<file path="config.mk">
export PLATFORM = sky130hd
export DESIGN_NAME = gomba_ctrl_flat
export DESIGN_NICKNAME = d
export VERILOG_FILES = /design/src/rtl/gomba_ctrl_if.sv /design/src/rtl/gomba_ctrl.sv /design/src/flat_wrapper.sv
export SDC_FILE = /design/constraint.sdc
export NUM_CORES = 1
export LEC_CHECK = 0
export CORE_UTILIZATION = 49
export DETAILED_ROUTE_END_ITERATION = 12
export PLACE_DENSITY = 0.87
export SETUP_SLACK_MARGIN = 0.15
export SLEW_MARGIN = 20
export SYNTH_ARGS = -nofsm -noshare
export SYNTH_HDL_FRONTEND = slang
export SYNTH_SLANG_ARGS = --single-unit
</file>
<file path="constraint.sdc">
create_clock -name Clk -period 8.5 [get_ports Clk]
set_input_delay 1.7 -clock Clk [delete_from_list [all_inputs] [get_ports Clk]]
set_output_delay 1.7 -clock Clk [all_outputs]
set_load 0.02 [all_outputs]
</file>
<file path="src/rtl/gomba_ctrl_if.sv">
// Bundle between the Mario movement block, gomba_ctrl and the gomba instances.
// master = the controller side, slave = the surrounding top level.
interface gomba_ctrl_if #(
   parameter int N_GOMBA = 4
);
   logic                    frame_clk;
   logic [9:0]              mario_x;
   logic [9:0]              mario_y;
   logic                    mario_falling;
   logic [10*N_GOMBA-1:0]   gomba_x_bus;
   logic [10*N_GOMBA-1:0]   gomba_y_bus;
   logic [N_GOMBA-1:0]      gomba_alive;
   logic [N_GOMBA-1:0]      gomba_respawn;
   logic                    mario_hit;
   logic                    mario_bounce;
   logic [15:0]             score;
   logic                    busy;

   modport master (
      input  frame_clk, mario_x, mario_y, mario_falling, gomba_x_bus, gomba_y_bus,
      output gomba_alive, gomba_respawn, mario_hit, mario_bounce, score, busy
   );

   modport slave (
      output frame_clk, mario_x, mario_y, mario_falling, gomba_x_bus, gomba_y_bus,
      input  gomba_alive, gomba_respawn, mario_hit, mario_bounce, score, busy
   );
endinterface

</file>
<file path="src/rtl/gomba_ctrl.sv">
// Per-frame stomp/side-hit arbiter over N_GOMBA slots; GOMBA_RESPAWN_EN adds timed respawn.
// Pulses land N_GOMBA+2 Clk after a frame edge; no backpressure, frame edges outside IDLE are dropped.
module gomba_ctrl #(
   parameter int N_GOMBA     = 4,
   parameter int STOMP_SCORE = 100,
   parameter int STOMP_WIN   = 8,
   parameter int INV_FRAMES  = 60
`ifdef GOMBA_RESPAWN_EN
   ,
   parameter int RESPAWN_FRAMES = 180
`endif
) (
   input  logic         Clk,
   input  logic         Reset,
   gomba_ctrl_if.master bus
);
   localparam int IDXW = (N_GOMBA > 1) ? $clog2(N_GOMBA) : 1;
   localparam int INVW = ($clog2(INV_FRAMES + 1) < 1) ? 1 : $clog2(INV_FRAMES + 1);

   typedef enum logic [1:0] {IDLE, SCAN, RESOLVE} state_t;

   state_t               state;
   state_t               state_nxt;
   logic                 frame_d;
   logic                 fe;
   logic [IDXW-1:0]      idx;
   logic                 stomp_seen;
   logic                 side_seen;
   logic [N_GOMBA-1:0]   alive;
   logic [15:0]          score;
   logic [16:0]          score_sum;
   logic [15:0]          score_nxt;
   logic                 hit_q;
   logic                 bounce_q;
   logic                 hit_now;
   logic [INVW-1:0]      inv_cnt;
   logic [N_GOMBA-1:0]   respawn_q;
   logic [10:0]          mx;
   logic [10:0]          my;
   logic [10:0]          gx;
   logic [10:0]          gy;
   logic [31:0]          base;
   logic                 overlap;
   logic                 stomp_hit;
   logic                 test_en;

`ifdef GOMBA_RESPAWN_EN
   localparam int RW = ($clog2(RESPAWN_FRAMES + 1) < 1) ? 1 : $clog2(RESPAWN_FRAMES + 1);
   logic [RW-1:0] resp_cnt [N_GOMBA];
`endif

   assign fe   = bus.frame_clk & ~frame_d;
   assign base = 32'(idx) * 32'd10;
   assign mx   = {1'b0, bus.mario_x};
   assign my   = {1'b0, bus.mario_y};
   assign gx   = {1'b0, bus.gomba_x_bus[base +: 10]};
   assign gy   = {1'b0, bus.gomba_y_bus[base +: 10]};

   // 11-bit sums so boxes near the 1023 edge never wrap into a false overlap
   assign overlap   = (gx < mx + 11'd32) && (mx < gx + 11'd32) &&
                      (gy < my + 11'd32) && (my < gy + 11'd32);
   assign stomp_hit = overlap && bus.mario_falling &&
                      ((my + 11'd32) <= (gy + 11'(STOMP_WIN)));
   assign test_en   = (state == SCAN) && alive[idx] && !stomp_seen;

   assign score_sum = {1'b0, score} + 17'(STOMP_SCORE);
   assign score_nxt = score_sum[16] ? 16'hFFFF : score_sum[15:0];
   assign hit_now   = side_seen & ~stomp_seen & (inv_cnt == '0);

   always_ff @(posedge Clk) begin
      if (!Reset) state <= IDLE;
      else        state <= state_nxt;
   end

   always_comb begin
      state_nxt = state;
      case (state)
         IDLE:    if (fe) state_nxt = SCAN;
         SCAN:    if (idx == IDXW'(N_GOMBA - 1)) state_nxt = RESOLVE;
         RESOLVE: state_nxt = IDLE;
         default: state_nxt = IDLE;
      endcase
   end

   always_comb begin
      bus.busy = (state != IDLE);
   end

   always_ff @(posedge Clk) begin
      // Tracked through reset so a level held high across reset is not seen as an edge
      frame_d <= bus.frame_clk;
      if (!Reset) begin
         alive      <= '1;
         score      <= '0;
         hit_q      <= 1'b0;
         bounce_q   <= 1'b0;
         respawn_q  <= '0;
         inv_cnt    <= '0;
         idx        <= '0;
         stomp_seen <= 1'b0;
         side_seen  <= 1'b0;
`ifdef GOMBA_RESPAWN_EN
         for (int i = 0; i < N_GOMBA; i++) resp_cnt[i] <= '0;
`endif
      end else begin
         hit_q     <= 1'b0;
         bounce_q  <= 1'b0;
         respawn_q <= '0;
         case (state)
            IDLE: begin
               if (fe) begin
                  idx        <= '0;
                  stomp_seen <= 1'b0;
                  side_seen  <= 1'b0;
               end
            end
            SCAN: begin
               if (test_en && stomp_hit) begin
                  alive[idx] <= 1'b0;
                  stomp_seen <= 1'b1;
                  score      <= score_nxt;
`ifdef GOMBA_RESPAWN_EN
                  resp_cnt[idx] <= RW'(RESPAWN_FRAMES);
`endif
               end else if (test_en && overlap) begin
                  side_seen <= 1'b1;
               end
               idx <= idx + 1'b1;
            end
            RESOLVE: begin
               bounce_q <= stomp_seen;
               hit_q    <= hit_now;
               if (hit_now)             inv_cnt <= INVW'(INV_FRAMES);
               else if (inv_cnt != '0)  inv_cnt <= inv_cnt - 1'b1;
`ifdef GOMBA_RESPAWN_EN
               for (int i = 0; i < N_GOMBA; i++) begin
                  if (!alive[i] && resp_cnt[i] != '0) begin
                     if (resp_cnt[i] == RW'(1)) begin
                        alive[i]     <= 1'b1;
                        respawn_q[i] <= 1'b1;
                        resp_cnt[i]  <= '0;
                     end else begin
                        resp_cnt[i] <= resp_cnt[i] - 1'b1;
                     end
                  end
               end
`endif
            end
            default: ;
         endcase
      end
   end

   assign bus.gomba_alive  = alive;
   assign bus.score        = score;
   assign bus.mario_hit    = hit_q;
   assign bus.mario_bounce = bounce_q;
`ifdef GOMBA_RESPAWN_EN
   assign bus.gomba_respawn = respawn_q;
`else
   assign bus.gomba_respawn = '0;
`endif
endmodule

</file>
<file path="src/flat_wrapper.sv">
// flat-port wrapper written by rule: the top's interface ports become plain ports
module gomba_ctrl_flat 
#(
   parameter int N_GOMBA     = 4,
   parameter int STOMP_SCORE = 100,
   parameter int STOMP_WIN   = 8,
   parameter int INV_FRAMES  = 60

)
  (Clk, Reset, bus_frame_clk, bus_mario_x, bus_mario_y, bus_mario_falling, bus_gomba_x_bus, bus_gomba_y_bus, bus_gomba_alive, bus_gomba_respawn, bus_mario_hit, bus_mario_bounce, bus_score, bus_busy);
  gomba_ctrl_if #(.N_GOMBA(N_GOMBA)) bus_i ();
  input  logic Clk;
  input  logic Reset;
  input wire logic [$bits(bus_i.frame_clk)-1:0] bus_frame_clk;
  input wire logic [$bits(bus_i.mario_x)-1:0] bus_mario_x;
  input wire logic [$bits(bus_i.mario_y)-1:0] bus_mario_y;
  input wire logic [$bits(bus_i.mario_falling)-1:0] bus_mario_falling;
  input wire logic [$bits(bus_i.gomba_x_bus)-1:0] bus_gomba_x_bus;
  input wire logic [$bits(bus_i.gomba_y_bus)-1:0] bus_gomba_y_bus;
  output wire logic [$bits(bus_i.gomba_alive)-1:0] bus_gomba_alive;
  output wire logic [$bits(bus_i.gomba_respawn)-1:0] bus_gomba_respawn;
  output wire logic [$bits(bus_i.mario_hit)-1:0] bus_mario_hit;
  output wire logic [$bits(bus_i.mario_bounce)-1:0] bus_mario_bounce;
  output wire logic [$bits(bus_i.score)-1:0] bus_score;
  output wire logic [$bits(bus_i.busy)-1:0] bus_busy;
  assign bus_i.frame_clk = bus_frame_clk;
  assign bus_i.mario_x = bus_mario_x;
  assign bus_i.mario_y = bus_mario_y;
  assign bus_i.mario_falling = bus_mario_falling;
  assign bus_i.gomba_x_bus = bus_gomba_x_bus;
  assign bus_i.gomba_y_bus = bus_gomba_y_bus;
  assign bus_gomba_alive = bus_i.gomba_alive;
  assign bus_gomba_respawn = bus_i.gomba_respawn;
  assign bus_mario_hit = bus_i.mario_hit;
  assign bus_mario_bounce = bus_i.mario_bounce;
  assign bus_score = bus_i.score;
  assign bus_busy = bus_i.busy;
  gomba_ctrl #(.N_GOMBA(N_GOMBA), .STOMP_SCORE(STOMP_SCORE), .STOMP_WIN(STOMP_WIN), .INV_FRAMES(INV_FRAMES)) u_core (.Clk(Clk), .Reset(Reset), .bus(bus_i));
endmodule
</file>
==> results by group, run 1 <==
Outcome
  • Status: complete, no violations

Synthesis
  • Main synth FF type: dfxtp_1
  • Post-synth EDFFs: 0
  • Post-synthesis cell type count: 62
  • Gate Count Post-Synth: 386
  • Yosys warns: 0
  • Synthesized cell area: around 3600 um2
  • Syn avg cell area: about 9.2 um2
  • Flops & latches, synth: 34
  • Post-synth ARST share: 0%
  • Sequential-to-total area share from yosys stat: 19.15%
  • Synth top area share: between 10% and 20%
  • Post-synth top area cell: ha_1
  • Top cells by area, synth: ha_1 19%, dfxtp_1 19%, mux4_2 13%

Power and ir drop
  • Power per cell area: 103.6 nW/um2
  • Power share of the clock group: 29.0%
  • Combinational Power Share: 38.6%
  • Sequential share of power: between 30% and 40%
  • Net Sw Frac: a little under a third
  • VDD IR-drop max: slightly above 0.1 mV
  • Leakage power of the design: between 2 and 2.5 nW
  • Sw power: roughly 0.00016 W
  • Pint: 0.0003571 W
  • Tot Pwr: a little over 0.0005 W

Cells and area
  • Most frequent cells in the layout: 126 x clkdlybuf4s50_1, 55 x ha_1, 35 x inv_1
  • Layout fillers: 557
  • Commonest non-fill, non-tap cell in the layout: clkdlybuf4s50_1
  • Inserted Diodes: 0
  • Multi-input gate area: 2618 um2
  • Ratio of cells with drive above 1 in the final layout: under 10%
  • Register area: a little under 700 um2
  • Final nets: 666
  • Area Overhead vs Synth: 39.42%

Routing
  • Post-route ant nets: 0
  • Iter 0 DRT Violations: 176
  • # DRC: 0
  • DRT Pass-1 Iters: 5
  • Detailed Route WL: 9.783 mm
  • Number of vias per cell: about 5.8
  • Routed length per placed instance: 16.20 um
  • DR vias: roughly 3.5k

Die
  • Starting Density: about half
  • Cell row count: 30
  • Ports: around 130
  • Die Height: roughly 87 um
  • Die area: between 7000 and 8000 um2
  • Core area: just under 7000 um2
  • Chip width: roughly 87 um

Worst setup path
  • Cells along the critical path: clkdlybuf4s50_1 -> mux4_2 -> ha_1 -> nand3_1 -> xor2_1 -> ha_1 -> and3_1 -> a221oi_1 -> a21oi_1 -> nor4_4 -> buf_6 -> a41oi_1 -> a311oi_1
  • Critical Path Start Type: primary input
  • CP Capture Type: flop
  • Buffers & Inverters on Critical Path: 2
  • Worst EP arrival: between 5 and 6 ns
  • Req. time, crit path: between 8 and 9 ns
  • CP max FO: 14
  • Slowest-stage cell, CP: nor4_4
  • Worst stage delay on the critical path: about 0.58 ns
  • Most used cell along the critical path: ha_1
  • Crit-path leading delay family: simple AND/OR/NAND/NOR gates
  • Critical path class: primary input to flop

Clock tree
  • Hold buffers post-CTS: 0
  • Post-CTS sizing: 0
  • Skew-Pair Late Insertion Delay: a little under 0.3 ns
  • # Post-CTS Setup Buffers: 0
  • TritonCTS clock tree: built
  • CTS max path bufs: 2
  • CTS buffer count: 5
  • Clk root buf: clkbuf_8
  • Worst-path clk slew: 0.07 ns
  • Clk sinks: 34
  • H-tree levels: 2

Place
  • IO buf count: about 130
  • Pre-CTS setup slack: around 2.7 ns
  • Final HPWL DP: approximately 7.7 mm
  • GPL Wtd Cong: about 0.9

STA
  • Worst-margin pin slew: about 0.83 ns
  • Setup violators final: 0
  • Total Neg Setup Slack: 0 ns
  • Final min period: roughly 5.2 ns
  • Max Clk Rate: between 0.15 and 0.2 GHz
  • Final Worst Setup Slack: around 3.3 ns
  • Final period util: 61.09%
  • Hold Vio Cnt, Final: 0
  • Fin. max-slew vios: 0
  • Final Skew: about 0.0027 ns
  • Worst slew margin: between 40 and 50%
  • RSZ-0062 raised after global routing: no
  • WHS: around 0.48 ns

Global route
  • Global-route wire length before repair: between 15 and 20 mm
  • Grt ovf: 0
  • Vias in the first global route: between 3k and 4k
  • Maximum number of pins on one net before global-route repair: 28
  • Gr usage total: between 20% and 30%
  • Initial antenna violation count: 0

Job
  • Max-cap violations: 0

Worst hold path
  • HP Class: flop to flop
==> cell families (layout without fill, tap and decap cells) <==
group / after synthesis / after routing / share of synthesized area, %
multiplexers: 23 / 23 / 13.90
other: 1 / 4 / 0.1055
buffers and inverters: 54 / 173 / 7.532
AND/OR/NAND/NOR: 117 / 117 / 17.57
adder cells (fa/ha/maj): 55 / 55 / 19.36
AO/OA/AOI/OAI: 81 / 81 / 17.21
flip-flops: 34 / 34 / 19.15
XOR/XNOR: 21 / 21 / 5.174
==> sequential cells by signal (all words and copies together) (netlist names) <==
name                     count
u_core.bus.score            15
u_core.bus.mario_hit         1
u_core.state                 2
u_core.bus.mario_bounce      1
u_core.idx                   2
u_core.inv_cnt               6
u_core.bus.gomba_alive       4
u_core.frame_d               1
u_core.side_seen             1
u_core.stomp_seen            1
==> worst paths after layout <==
path / from / endpoint / slack, ns / cells after the start
min: u_core.bus.gomba_alive[0]$_SDFFE_PN1N_ / u_core.bus.gomba_alive[0]$_SDFFE_PN1N_ / 0.48 / 1
max reg2reg: u_core.idx[0]$_SDFFE_PN0P_ / u_core.bus.score[10]$_SDFFE_PN0N_ / 4.12 / 12
min reg2reg: u_core.bus.gomba_alive[0]$_SDFFE_PN1N_ / u_core.bus.gomba_alive[0]$_SDFFE_PN1N_ / 0.48 / 1
max: bus_gomba_y_bus[35] / u_core.bus.score[10]$_SDFFE_PN0N_ / 3.31 / 13
==> Yosys cell counts, drive strengths merged (4+ instances only) <==
cell type  instances
o21ai              5
and3              21
a31oi              8
dfxtp             34
xnor2             10
a211oi            10
nor2b              4
nor2              21
a21o               8
buf               14
xor2              11
a311oi             5
mux4              21
inv               35
clkbuf             4
a21oi             21
ha                55
nor3               4
nand2             25
nand2b             8
nand3             19
==> worst reg2reg max path, cell delays in order (launching register included) <==
cell,delay [ns]
dfxtp_2,0.88
mux4_2,0.70
ha_1,0.27
nand3_1,0.10
xor2_1,0.17
ha_1,0.26
and3_1,0.20
a221oi_1,0.30
a21oi_1,0.15
nor4_4,0.58
buf_6,0.24
a41oi_1,0.13
a311oi_1,0.30
==> power by group through the flow <==
stage	Combinational [W]	Clock, W	Sequential [W]
6_report	0.000198	0.000149	0.000166
4_1_cts	0.000197	0.000151	0.000166
5_1_grt	0.000218	0.000159	0.000167
3_3_place_gp	0.000188	0	0.000170
2_1_floorplan	0.000124	0	0.000165
3_5_place_dp	0.000196	0	0.000170
==> stage by stage <==
stage / std cells / area (um2) / util, %
final: 604 / 4956 / 71.76
after global placement: 595 / 4831 / 69.95
after floorplan: 389 / 3566 / -
after global routing: 604 / 4956 / 71.76
after CTS: 603 / 4945 / 71.59
after detailed placement: 595 / 4831 / 69.95
==> per-layer routing <==
metal / track usage (%) / share of wire [%] / vias up / routed length [um]
li1: - / - / 1668 / -
met1: 27.76 / 39 / 1637 / 3863
met2: 48.32 / 50 / 152 / 4906
met3: 5.592 / 8.5 / 19 / 836
met4: 8.942 / 1.8 / 0 / 176
met5: 0 / 0 / - / 0
==> layout make-up <==
| cell class | count | share of cell area, % |
|---|---|---|
| Clock buffer | 5 | 1.389 |
| Clock inverter | 3 | 0.9089 |
| Inverter | 36 | 2.727 |
| Multi-Input combinational cell | 301 | 52.81 |
| Sequential cell | 34 | 13.76 |
| Tap cell | 96 | 2.424 |
| Timing Repair Buffer | 129 | 25.98 |
(Power assumes the default switching activity.)
==> run 2: changes to the inputs <==
Settings changed: CORE_UTILIZATION 49 to 41, PLACE_DENSITY 0.87 to 0.78.
Clock period 8.5 ns to 4.31 ns, I/O delays scaled along.
==> run 2 against run 1 <==
Effect of this change:
- sequential share of layout area fell by 0.12 points
- non-clock buffer count rose by 3
- critical path type unchanged
- clock skew is 0.0072 ns higher
- highest routed layer unchanged
- design area up 0.88%
==> results by group, run 2 (synthesized netlist as in run 1, its figures left out) <==
Die
  • Starting Density: 42.83% (was 51.47%)
  • Cell row count: 33 (was 30)
  • Die Height: 95.11 um (was 87.17 um)
  • Core area: 8299 um2 (was 6907 um2)
  • Chip width: 95.11 um (was 87.17 um)
  • Die area: 9046 um2 (was 7599 um2)
  • Ports: 131 (unchanged)

STA
  • Hold Vio Cnt, Final: 0 (unchanged)
  • RSZ-0062 raised after global routing: no (unchanged)
  • Setup violators final: 0 (unchanged)
  • Final Skew: 0.009973 ns (was 0.002733 ns)
  • Worst-margin pin slew: 0.8266 ns (was 0.8349 ns)
  • Final min period: around 3.9 ns
  • Fin. max-slew vios: 0 (unchanged)
  • Max Clk Rate: between 0.2 and 0.3 GHz
  • Total Neg Setup Slack: 0 ns (unchanged)
  • Worst slew margin: 44.55% (was 44.34%)
  • Final period util: 90.90%

Cells and area
  • Area Overhead vs Synth: 40.65% (was 39.42%)
  • Non-Filler Instances: 617 (was 604)
  • Ratio of cells with drive above 1 in the final layout: 10.16% (was 9.449%)
  • Inserted Diodes: 0 (unchanged)
  • Layout Utilization: 60.24% (was 71.76%)
  • Layout fillers: 710 (was 557)
  • Number of flip-flops under the largest register name: 15 (unchanged)
  • Most frequent cells in the layout: 126 x clkdlybuf4s50_1, 55 x ha_1, 35 x inv_1 (unchanged)
  • Top reg by flops: u_core.bus.score (unchanged)
  • Final nets: 670 (was 666)
  • Commonest non-fill, non-tap cell in the layout: clkdlybuf4s50_1 (unchanged)

Power and ir drop
  • VDD IR-drop max: 0.2402 mV (was 0.1019 mV)
  • Leakage power of the design: 2.071 nW (was 2.050 nW)
  • Power per cell area: 194.1 nW/um2 (was 103.6 nW/um2)

Global route
  • Global-route wire length before repair: 14.70 mm (was 15.35 mm)
  • M2 GR Usage: 39.46% (was 48.32%)
  • Initial antenna violation count: 0 (unchanged)
  • Maximum number of pins on one net before global-route repair: 28 (unchanged)
  • Gr usage total: 20.31% (was 25.50%)
  • GR met1 Demand/Resource: 21.96% (was 27.76%)
  • Met3 usage: 3.429% (was 5.592%)
  • GR peak layer: met2 (unchanged)
  • Grt ovf: 0 (unchanged)
  • Vias in the first global route: 3427 (was 3459)

Clock tree
  • Skew-Pair Late Insertion Delay: 0.29 ns (about the same)
  • TritonCTS clock tree: built (unchanged)
  • Post-CTS sizing: 0 (unchanged)
  • Clk root buf: clkbuf_8 (unchanged)
  • Clk sinks: 34 (unchanged)
  • # Post-CTS Setup Buffers: 0 (unchanged)
  • H-tree levels: 2 (unchanged)
  • CTS buffer count: 5 (unchanged)
  • CTS max path bufs: 2 (unchanged)
  • Hold buffers post-CTS: 0 (unchanged)
  • Worst-path clk slew: 0.07 ns (about the same)

Worst hold path
  • HP Class: flop to flop (unchanged)

Place
  • GPL Wtd Cong: 0.8445 (was 0.9207)
  • Inst Count DP: 608 (was 595)
  • IO buf count: 126 (unchanged)
  • Final HPWL DP: 7.672 mm (was 7.730 mm)

Worst setup path
  • Critical path class: primary input to flop (unchanged)
  • Worst EP arrival: 4.09 ns (was 5.36 ns)
  • CP Capture Type: flop (unchanged)
  • CP max FO: 23 (was 14)
  • Req. time, crit path: 4.49 ns (was 8.67 ns)
  • Critical Path Start Type: primary input (unchanged)

Routing
  • Iter 0 DRT Violations: 81 (was 176)
  • Routed length per placed instance: 15.35 um (was 16.20 um)
  • Number of vias per cell: 5.541 (was 5.755)
  • Post-route ant nets: 0 (unchanged)
  • DR vias: 3419 (was 3476)
  • # DRC: 0 (unchanged)
  • DRT Pass-1 Iters: 5 (unchanged)
  • Detailed Route WL: 9.473 mm (was 9.783 mm)

Outcome
  • Status: complete, no violations (unchanged)

Job
  • Max-cap violations: 0 (unchanged)
==> run 2: changes by cell type in the layout (fill, tap and decap cells not counted), sizes merged <==
cell,change
bufinv,-1
clkbuf,+1
clkinv,+1
and2,+1
buf,+3
clkinvlp,-1
==> run 2: area by class of cell <==
cell class                 instances  area (um2)  area share [%]
tap                              105       131.4           2.628
clock buffer                       6       82.58           1.652
timing repair buffer             132        1331           26.63
clock inverter                     2       12.51          0.2503
multi-input combinational        302        2625           52.50
inverter                          36       135.1           2.703
sequential                        34       681.9           13.64
==> run 2: path summary, 6_finish.rpt <==
check | startpoint | to | slack [ns] | cells past startpoint
worst max-delay path | bus_gomba_y_bus[16] | u_core.bus.score[4]$_SDFFE_PN0N_ | 0.39 | 13
worst min-delay path | u_core.side_seen$_SDFFE_PN0P_ | u_core.side_seen$_SDFFE_PN0P_ | 0.50 | 1
worst min register to register | u_core.side_seen$_SDFFE_PN0P_ | u_core.side_seen$_SDFFE_PN0P_ | 0.50 | 1
worst max register to register | u_core.idx[0]$_SDFFE_PN0P_ | u_core.bus.score[4]$_SDFFE_PN0N_ | 0.53 | 14
==> run 2: power breakdown <==
group	internal, W	leakage, nW	switching (W)
registers	0.000317	0.275	0.00000643
clock network	0.000128	0.0472	0.000122
logic	0.000220	1.75	0.000176
==> run 2: worst max-delay path, cell delays in order <==
cell,delay (ns)
clkdlybuf4s50_1,0.41
mux4_2,0.49
ha_1,0.28
nand3_1,0.10
xor2_1,0.16
ha_1,0.26
and3_1,0.20
a221oi_1,0.29
a21oi_1,0.14
nor4_4,0.28
buf_12,0.20
nand2_2,0.08
o311a_1,0.34
==> run 2: routing by layer <==
layer	vias to the layer above	part of all wire (%)	wire length, um
li1	1675	-	-
met1	1602	39	3710
met2	132	52	4915
met3	10	7.8	739
met4	0	1.1	108
met5	-	0	0
==> run 2: stage by stage <==
step	area [um2]	setup WS, ns	hold WS, ns	power [W]
floorplan	3566	0.5890	0.4320	0.0005712
global placement	4897	0.08747	0.4655	0.0007141
detailed placement	4897	0.02315	0.4716	0.0007271
CTS	4992	0.3103	0.4908	0.0009761
global route	5000	0.1578	0.5220	0.001030
finish	5000	0.3923	0.4952	0.0009703
